==> config.mk <==
export PLATFORM = sky130hd
export DESIGN_NAME = fifo_ctrl_zxn
export DESIGN_NICKNAME = d
export VERILOG_FILES = /design/src/rtl/fifo_ctrl_zxn.sv
export SDC_FILE = /design/constraint.sdc
export NUM_CORES = 1
export LEC_CHECK = 0
export ABC_AREA = 1
export CAP_MARGIN = 10
export CORE_MARGIN = 4
export CORE_UTILIZATION = 48
export DETAILED_ROUTE_END_ITERATION = 7
export HOLD_SLACK_MARGIN = 0.03
export MAX_ROUTING_LAYER = met4
export PLACE_DENSITY_LB_ADDON = 0.25
export RECOVER_POWER = 100
export SYNTH_ARGS = -nofsm -noshare
export SYNTH_HDL_FRONTEND = slang
export SYNTH_SLANG_ARGS = --single-unit
export TNS_END_PERCENT = 10
==> constraint.sdc <==
create_clock -name clocka -period 9 [get_ports clocka]
set_clock_uncertainty 0.2 [all_clocks]
set_input_delay 0.9 -clock clocka [delete_from_list [all_inputs] [get_ports clocka]]
set_output_delay 0.9 -clock clocka [all_outputs]
set_load 0.03 [all_outputs]
==> src/rtl/fifo_ctrl_zxn.sv <==
// fifo_ctrl_zxn: first-word-fall-through FIFO controller for an external
// distributed dual-port RAM (synchronous write, asynchronous read).
// Owns the RAM write port and read address, and adds a one-entry output
// register so rd_data is always a flop.
//
// Ports:
//   clocka, reset            single clock, synchronous active-high reset
//   flush                    synchronous clear of FIFO state (RAM untouched)
//   wr_data/wr_valid/wr_ready   producer handshake
//   rd_data/rd_valid/rd_ready   consumer handshake (rd_data registered)
//   count                    words held (RAM + output register)
//   almost_full              count >= AFULL_LEVEL
//   overflow                 sticky: write attempted while wr_ready=0
//   ram_address_a/ram_data_a/ram_wren_a   RAM write port
//   ram_address_dpra/ram_dpo              RAM async read port
module fifo_ctrl_zxn #(
  parameter int unsigned DATAWIDTH   = 8,
  parameter int unsigned ADDRWIDTH   = 4,
  parameter int unsigned AFULL_LEVEL = 2**ADDRWIDTH - 2
) (
  input  logic                 clocka,
  input  logic                 reset,
  input  logic                 flush,
  input  logic [DATAWIDTH-1:0] wr_data,
  input  logic                 wr_valid,
  output logic                 wr_ready,
  output logic [DATAWIDTH-1:0] rd_data,
  output logic                 rd_valid,
  input  logic                 rd_ready,
  output logic [ADDRWIDTH:0]   count,
  output logic                 almost_full,
  output logic                 overflow,
  output logic [ADDRWIDTH-1:0] ram_address_a,
  output logic [DATAWIDTH-1:0] ram_data_a,
  output logic                 ram_wren_a,
  output logic [ADDRWIDTH-1:0] ram_address_dpra,
  input  logic [DATAWIDTH-1:0] ram_dpo
);

  localparam int unsigned PW = ADDRWIDTH + 1;

  logic [PW-1:0]        wp_q, wp_d;
  logic [PW-1:0]        rp_q, rp_d;
  logic [PW-1:0]        count_q, count_d;
  logic                 rd_valid_q, rd_valid_d;
  logic [DATAWIDTH-1:0] rd_data_q, rd_data_d;
  logic                 almost_full_q, almost_full_d;
  logic                 overflow_q, overflow_d;

  logic ram_empty;
  logic ram_full;
  logic clear;
  logic wr_accept;
  logic load;

  // RAM occupancy flags from the wrap-bit pointers
  always_comb begin
    ram_empty = (wp_q == rp_q);
    ram_full  = (wp_q[ADDRWIDTH-1:0] == rp_q[ADDRWIDTH-1:0]) &&
                (wp_q[ADDRWIDTH] != rp_q[ADDRWIDTH]);
  end

  // Handshake qualifiers; a clear cycle never writes the RAM
  always_comb begin
    clear     = reset | flush;
    wr_accept = wr_valid & ~ram_full & ~clear;
    // Output stage refills when empty or being drained this cycle
    load      = ~ram_empty & (~rd_valid_q | rd_ready);
  end

  // Next-state computation
  always_comb begin
    wp_d          = wp_q + PW'(wr_accept);
    rp_d          = rp_q + PW'(load);
    rd_data_d     = rd_data_q;
    rd_valid_d    = rd_valid_q;
    overflow_d    = overflow_q | (wr_valid & ram_full);

    if (load) begin
      rd_data_d  = ram_dpo;
      rd_valid_d = 1'b1;
    end else if (rd_valid_q && rd_ready) begin
      rd_valid_d = 1'b0;
    end

    count_d       = (wp_d - rp_d) + PW'(rd_valid_d);
    // Derived from next-state count so the flag tracks count exactly
    almost_full_d = (32'(count_d) >= AFULL_LEVEL);

    if (flush) begin
      wp_d          = '0;
      rp_d          = '0;
      rd_valid_d    = 1'b0;
      count_d       = '0;
      almost_full_d = 1'b0;
      overflow_d    = 1'b0;
    end
  end

  // State registers
  always_ff @(posedge clocka) begin
    if (reset) begin
      wp_q          <= '0;
      rp_q          <= '0;
      count_q       <= '0;
      rd_valid_q    <= 1'b0;
      rd_data_q     <= '0;
      almost_full_q <= 1'b0;
      overflow_q    <= 1'b0;
    end else begin
      wp_q          <= wp_d;
      rp_q          <= rp_d;
      count_q       <= count_d;
      rd_valid_q    <= rd_valid_d;
      rd_data_q     <= rd_data_d;
      almost_full_q <= almost_full_d;
      overflow_q    <= overflow_d;
    end
  end

  // Output mapping; wr_ready depends on registered pointers only
  always_comb begin
    wr_ready         = ~ram_full;
    rd_data          = rd_data_q;
    rd_valid         = rd_valid_q;
    count            = count_q;
    almost_full      = almost_full_q;
    overflow         = overflow_q;
    ram_address_a    = wp_q[ADDRWIDTH-1:0];
    ram_data_a       = wr_data;
    ram_wren_a       = wr_accept;
    ram_address_dpra = rp_q[ADDRWIDTH-1:0];
  end

endmodule

==> reports/results.ini, run 1 <==
[die]
die_h_um = 64.4
start_util = 0.500
dieArea_sq_um = 4140
die_w_um = 64.4
rows = 20
io_pins = 55
design.core.area_sq_um = 3050

[route]
first_iter_violations = 64
ant_nets = 0
post-route-drc-count = 0
firstDrtPassIters = 4
wl_per_cell_um = 10.2
vias_per_cell = 4.57
vias = 1251
routed_wl_mm = 2.79

[worst_setup_path]
max_stage_delay_ps = 530
cp-end-kind = flip-flop
cp.arrival_ps = 4000
start_kind = input pin
worstSetupPathType = in -> reg
crit_slowest_cell = dlygate4sd3_1
required_ps = 9040
path_cells = dlygate4sd3_1 -> inv_1 -> nand2_1 -> nand2_1 -> inv_1 -> ha_1 -> ha_1 -> inv_1 -> ha_1 -> fa_1 -> nand3_1 -> nand3_1 -> nand2_1 -> nand2_1 -> inv_1 -> nand2_1 -> nand3_1 -> nand2_1
path_max_fanout = 19
worst_path_most_repeated_cell = nand2_1

[sta]
hold_ws_ps = 294
min_period_ps = 3960
rsz0062_at_grt = no
fmax_mhz = 252
tightest_slew_ps = 589
slew_headroom = 0.606
finalHoldViolCount = 0
fin_setup_tns_ps = 0
slew_viol_final = 0
setup_viol = 0
period_share = 0.440

[place]
dp_hpwl_mm = 2.20
portBuffers = 38
place.gp.congestion = 0.857

[logic_synthesis]
syn_area_per_cell_sq_um = 7.30
yosysTopAreaCellShare = 0.341
syn_nets = 243
ys_top_cells_by_area = dfxtp_1, ha_1, nand2_1, buf_4, inv_1
synth-compound-area-share = 0.0427
synthAdderAreaFrac = 0.112
synth_area_sq_um = 1530
yosysTopAreaCell = dfxtp_1
synth_seq_cells = 26
synth_xor_xnor_area_share = 0.0287
syn_inst = 209
synthMuxAreaShare = 0
ys_types = 23
synth_top_family_by_area = simple AND/OR/NAND/NOR gates
yosys.area_share.simple = 0.286
ys.warnings.count = 0
yosysSeqAreaShare = 0.341

[finish]
most-common-layout-cells = nand2_1, inv_1, dlygate4sd3_1
antenna_cells = 0
multiInputGateArea_sq_um = 713
drive_gt1_frac = 0.0522
layout_commonest_cell = nand2_1
nFillCells = 305
final_nets = 265
regArea_sq_um = 520
syn2layout_area_growth_pct = 20.7

[clocking]
cts_tree = done
cts_max_level = 1
cts_buffer_depth = 2
clock_latency_ps = 320
cts_hold_buf = 0
cts_root_buf = clkbuf_4
cts_resized = 0
cts-buffers-inserted = 3
post_cts.repair.setup_buffers = 0
clock_sinks = 26
clkTransAtPathRegs_ps = 140

[grt]
grt_pass1_wl_mm = 4.70
grt.overflow.total = 0
grt_util_all_layers = 0.146
antenna_found_initial = 0
grt_start_max_net_pins = 20
grt_pass1_vias = 1067

[worst_hold_path]
holdCritPathClass = reg -> reg

[job]
max_cap_viol_count = 0

[run_status]
outcome = finished clean

[power_and_ir_drop]
powerDensity_nw_per_um2 = 115
power_leakage_nw = 0.940
irDropWorstVdd_mv = 0.106

[where the power goes]
part           internal (mW)  total [mW]  switching (mW)
combinational         0.0139      0.0319          0.0179
sequential             0.118       0.119         0.00129
clock                 0.0248      0.0595          0.0348
total                  0.157       0.211          0.0540
[path summary, 6_finish.rpt]
| path | startpoint | to | slack (ps) | cells after the start |
|---|---|---|---|---|
| min reg2reg | rd_data[1]$_SDFFE_PP0P_ | rd_data[1]$_SDFFE_PP0P_ | 290 | 2 |
| min | rd_data[1]$_SDFFE_PP0P_ | rd_data[1]$_SDFFE_PP0P_ | 290 | 2 |
| max | rd_ready | almost_full$_SDFF_PP0_ | 5040 | 18 |
| max reg2reg | rp_q[2]$_SDFF_PP0_ | almost_full$_SDFF_PP0_ | 5580 | 20 |
[state kept, by name, indices dropped and copies added, names as in the netlist]
| name | count |
|---|---|
| almost_full | 1 |
| overflow | 1 |
| rd_data | 8 |
| wp_q | 5 |
| rp_q | 5 |
| count | 5 |
| rd_valid | 1 |
[Yosys cell counts]
master and count:
nand4_1 5, nand2_1 38, and2_1 1, xnor2_1 1
fa_1 1, buf_6 1, xor2_1 4, nand2_2 3
nand3_1 19, nor2_4 1, inv_1 34, clkbuf_1 2
ha_1 12, nor2_2 1, nand3_2 1, dfxtp_1 26
a21oi_1 11, nor2_1 24, nand3b_4 1, inv_2 2
nor3_1 1, o21ai_0 2, buf_4 18
[final cells by class]
| type | count | share of cell area |
|---|---|---|
| Multi-Input combinational cell | 126 | 0.387 |
| Sequential cell | 26 | 0.283 |
| Inverter | 36 | 0.0734 |
| Clock buffer | 4 | 0.0197 |
| Tap cell | 44 | 0.0299 |
| Timing Repair Buffer | 38 | 0.207 |
[per-stage QoR]
stage          power, mW   util  worst slack [ps]  area [sq um]  cells
4_1_cts            0.216  0.604              5290          1840    274
3_3_place_gp       0.156  0.592              5030          1810    270
2_1_floorplan      0.149      -              5500          1530    209
6_report           0.211  0.603              5040          1840    274
3_5_place_dp       0.156  0.592              5030          1810    270
5_1_grt            0.221  0.603              4810          1840    274
[cell families (layout without fill, tap and decap cells)]
logic type | count (synthesis) | count (layout)
AND/OR/NAND/NOR | 95 | 95
XOR/XNOR | 5 | 5
flip-flops | 26 | 26
AO/OA/AOI/OAI | 13 | 13
buffers and inverters | 57 | 78
adder cells (fa/ha/maj) | 13 | 13
[metal layers]
layer  vias to the layer above  share of wire  global-route usage
met5                         -              0                   -
met4                         0         0.0089              0.0317
met3                         4          0.057              0.0404
met2                        26           0.45               0.224
met1                       549           0.48               0.190
li1                        672              -                   -
[worst max-delay path: cells and delay by family]
| family | cells | cell delay (ps) |
|---|---|---|
| adders and majority gates | 4 | 1290 |
| buffers and inverters | 5 | 750 |
| and+or+nand+nor | 9 | 1060 |
Power figures use the tool's default switching activity.
==> run 2: changes to the inputs <==
Settings changed: CORE_UTILIZATION 48 to 44.
Clock period 9 ns to 3.9 ns, I/O delays scaled along.
==> run 2 against run 1 <==
Compared with the run above: sequential cell count unchanged; largest power group unchanged; sequential share of layout area up 0.058 points; final cell count up 0.73%; non-clock buffer count up 1; via count down 1.9%; register-to-register slack worse by 5100 ps; critical path depth up 2; count of clock-buffer cells in the layout down 1; setup slack worse by 4500 ps; highest routed layer unchanged; global-route usage about the same; sequential power up 130%.
==> reports/results.ini, run 2 (synthesis results as in run 1) <==
[grt]
grt_start_max_net_pins = 20
grt.overflow.total = 0
grt_pass1_vias = 1110
antenna_found_initial = 0
grt_util_all_layers = 0.145
grt_pass1_wl_mm = 4.86

[route]
first_iter_violations = 67
ant_nets = 0
post-route-drc-count = 0
vias = 1227
vias_per_cell = 4.45
routed_wl_mm = 2.74
wl_per_cell_um = 9.92
firstDrtPassIters = 4

[place]
portBuffers = 38
place_area_sq_um = 1820
dp_hpwl_mm = 2.16
place.gp.congestion = 0.842

[clocking]
clock_sinks = 26
cts_buffer_depth = 2
cts-buffers-inserted = 3
cts_max_level = 1
cts_root_buf = clkbuf_4
cts_resized = 0
cts_hold_buf = 0
cts_tree = done
post_cts.repair.setup_buffers = 0
clkTransAtPathRegs_ps = 130
clock_latency_ps = 310

[sta]
setup_viol = 0
fin_setup_tns_ps = 0
slew_headroom = 0.709
tightest_slew_ps = 435
rsz0062_at_grt = no
hold_ws_ps = 295
period_share = 0.870
fmax_mhz = 295
min_period_ps = 3390
finalHoldViolCount = 0
slew_viol_final = 0

[finish]
nFillCells = 349
most-common-layout-cells = nand2_1, inv_1, dfxtp_1, dlygate4sd3_1, nor2_1
syn2layout_area_growth_pct = 20.4
antenna_cells = 0
layout_commonest_cell = nand2_1
fin_util = 0.550
largest_register_ff_count = 8
final_area_sq_um = 1840
final_nets = 266
drive_gt1_frac = 0.0522

[die]
dieArea_sq_um = 4470
rows = 21
design.core.area_sq_um = 3340
die_w_um = 66.9
start_util = 0.457
io_pins = 55
die_h_um = 66.9

[job]
max_cap_viol_count = 0

[power_and_ir_drop]
power_leakage_nw = 0.937
powerDensity_nw_per_um2 = 251
irDropWorstVdd_mv = 0.137

[worst_setup_path]
path_max_fanout = 17
cp.arrival_ps = 3420
start_kind = flip-flop
worstSetupPathType = reg -> reg
cp-end-kind = flip-flop
required_ps = 3930

[worst_hold_path]
holdCritPathClass = reg -> reg

[run_status]
outcome = finished clean

run 2: path summary, 6_finish.rpt:
kind                                   to  slack, ps                    start  cells after the start
hold reg to reg   rd_data[4]$_SDFFE_PP0P_        290  rd_data[4]$_SDFFE_PP0P_                      2
setup / recovery   almost_full$_SDFF_PP0_        510       rp_q[2]$_SDFF_PP0_                     20
hold / removal    rd_data[4]$_SDFFE_PP0P_        290  rd_data[4]$_SDFFE_PP0P_                      2
setup reg to reg   almost_full$_SDFF_PP0_        510       rp_q[2]$_SDFF_PP0_                     20
run 2: stage by stage:
stage | instances | worst slack, ps | total power [mW]
2_1_floorplan | 209 | 504 | 0.344
3_3_place_gp | 273 | 517 | 0.360
3_5_place_dp | 273 | 461 | 0.360
4_1_cts | 276 | 491 | 0.472
5_1_grt | 276 | 124 | 0.490
6_report | 276 | 507 | 0.462
run 2: layout make-up:
class / instances / area, sq um / share of cell area
Multi-Input combinational cell: 126 / 713 / 0.388
Sequential cell: 26 / 520 / 0.283
Timing Repair Buffer: 39 / 388 / 0.211
Inverter: 36 / 135 / 0.0736
Tap cell: 46 / 57.6 / 0.0313
Clock buffer: 3 / 22.5 / 0.0123
run 2: power breakdown:
part,internal (mW),switching [mW],total (mW),leakage (nW)
clock,0.0361,0.0752,0.111,0.0138
combinational,0.0331,0.0415,0.0747,0.713
sequential,0.273,0.00305,0.276,0.210
total,0.342,0.120,0.462,0.937
run 2: worst max-delay path, cell delays in order (launching register included):
cell      delay (ps)
dfxtp_1          500
inv_1             70
nand2_1           60
nand2_1           80
nor2_4           150
nand3b_4         200
nand2_1          150
inv_1             60
ha_1             200
ha_1             280
inv_1             50
ha_1             320
fa_1             460
nand3_1          120
nand3_1           70
nand2_1           60
nand2_1           60
inv_1             50
nand2_1           40
nand3_1           70
nand2_1           50
run 2: per-layer routing:
metal	global-route usage	vias to the layer above	routed length, um
li1	-	675	-
met1	0.197	517	1310
met2	0.214	31	1230
met3	0.0253	4	156
met4	0.0557	0	41
met5	-	-	0
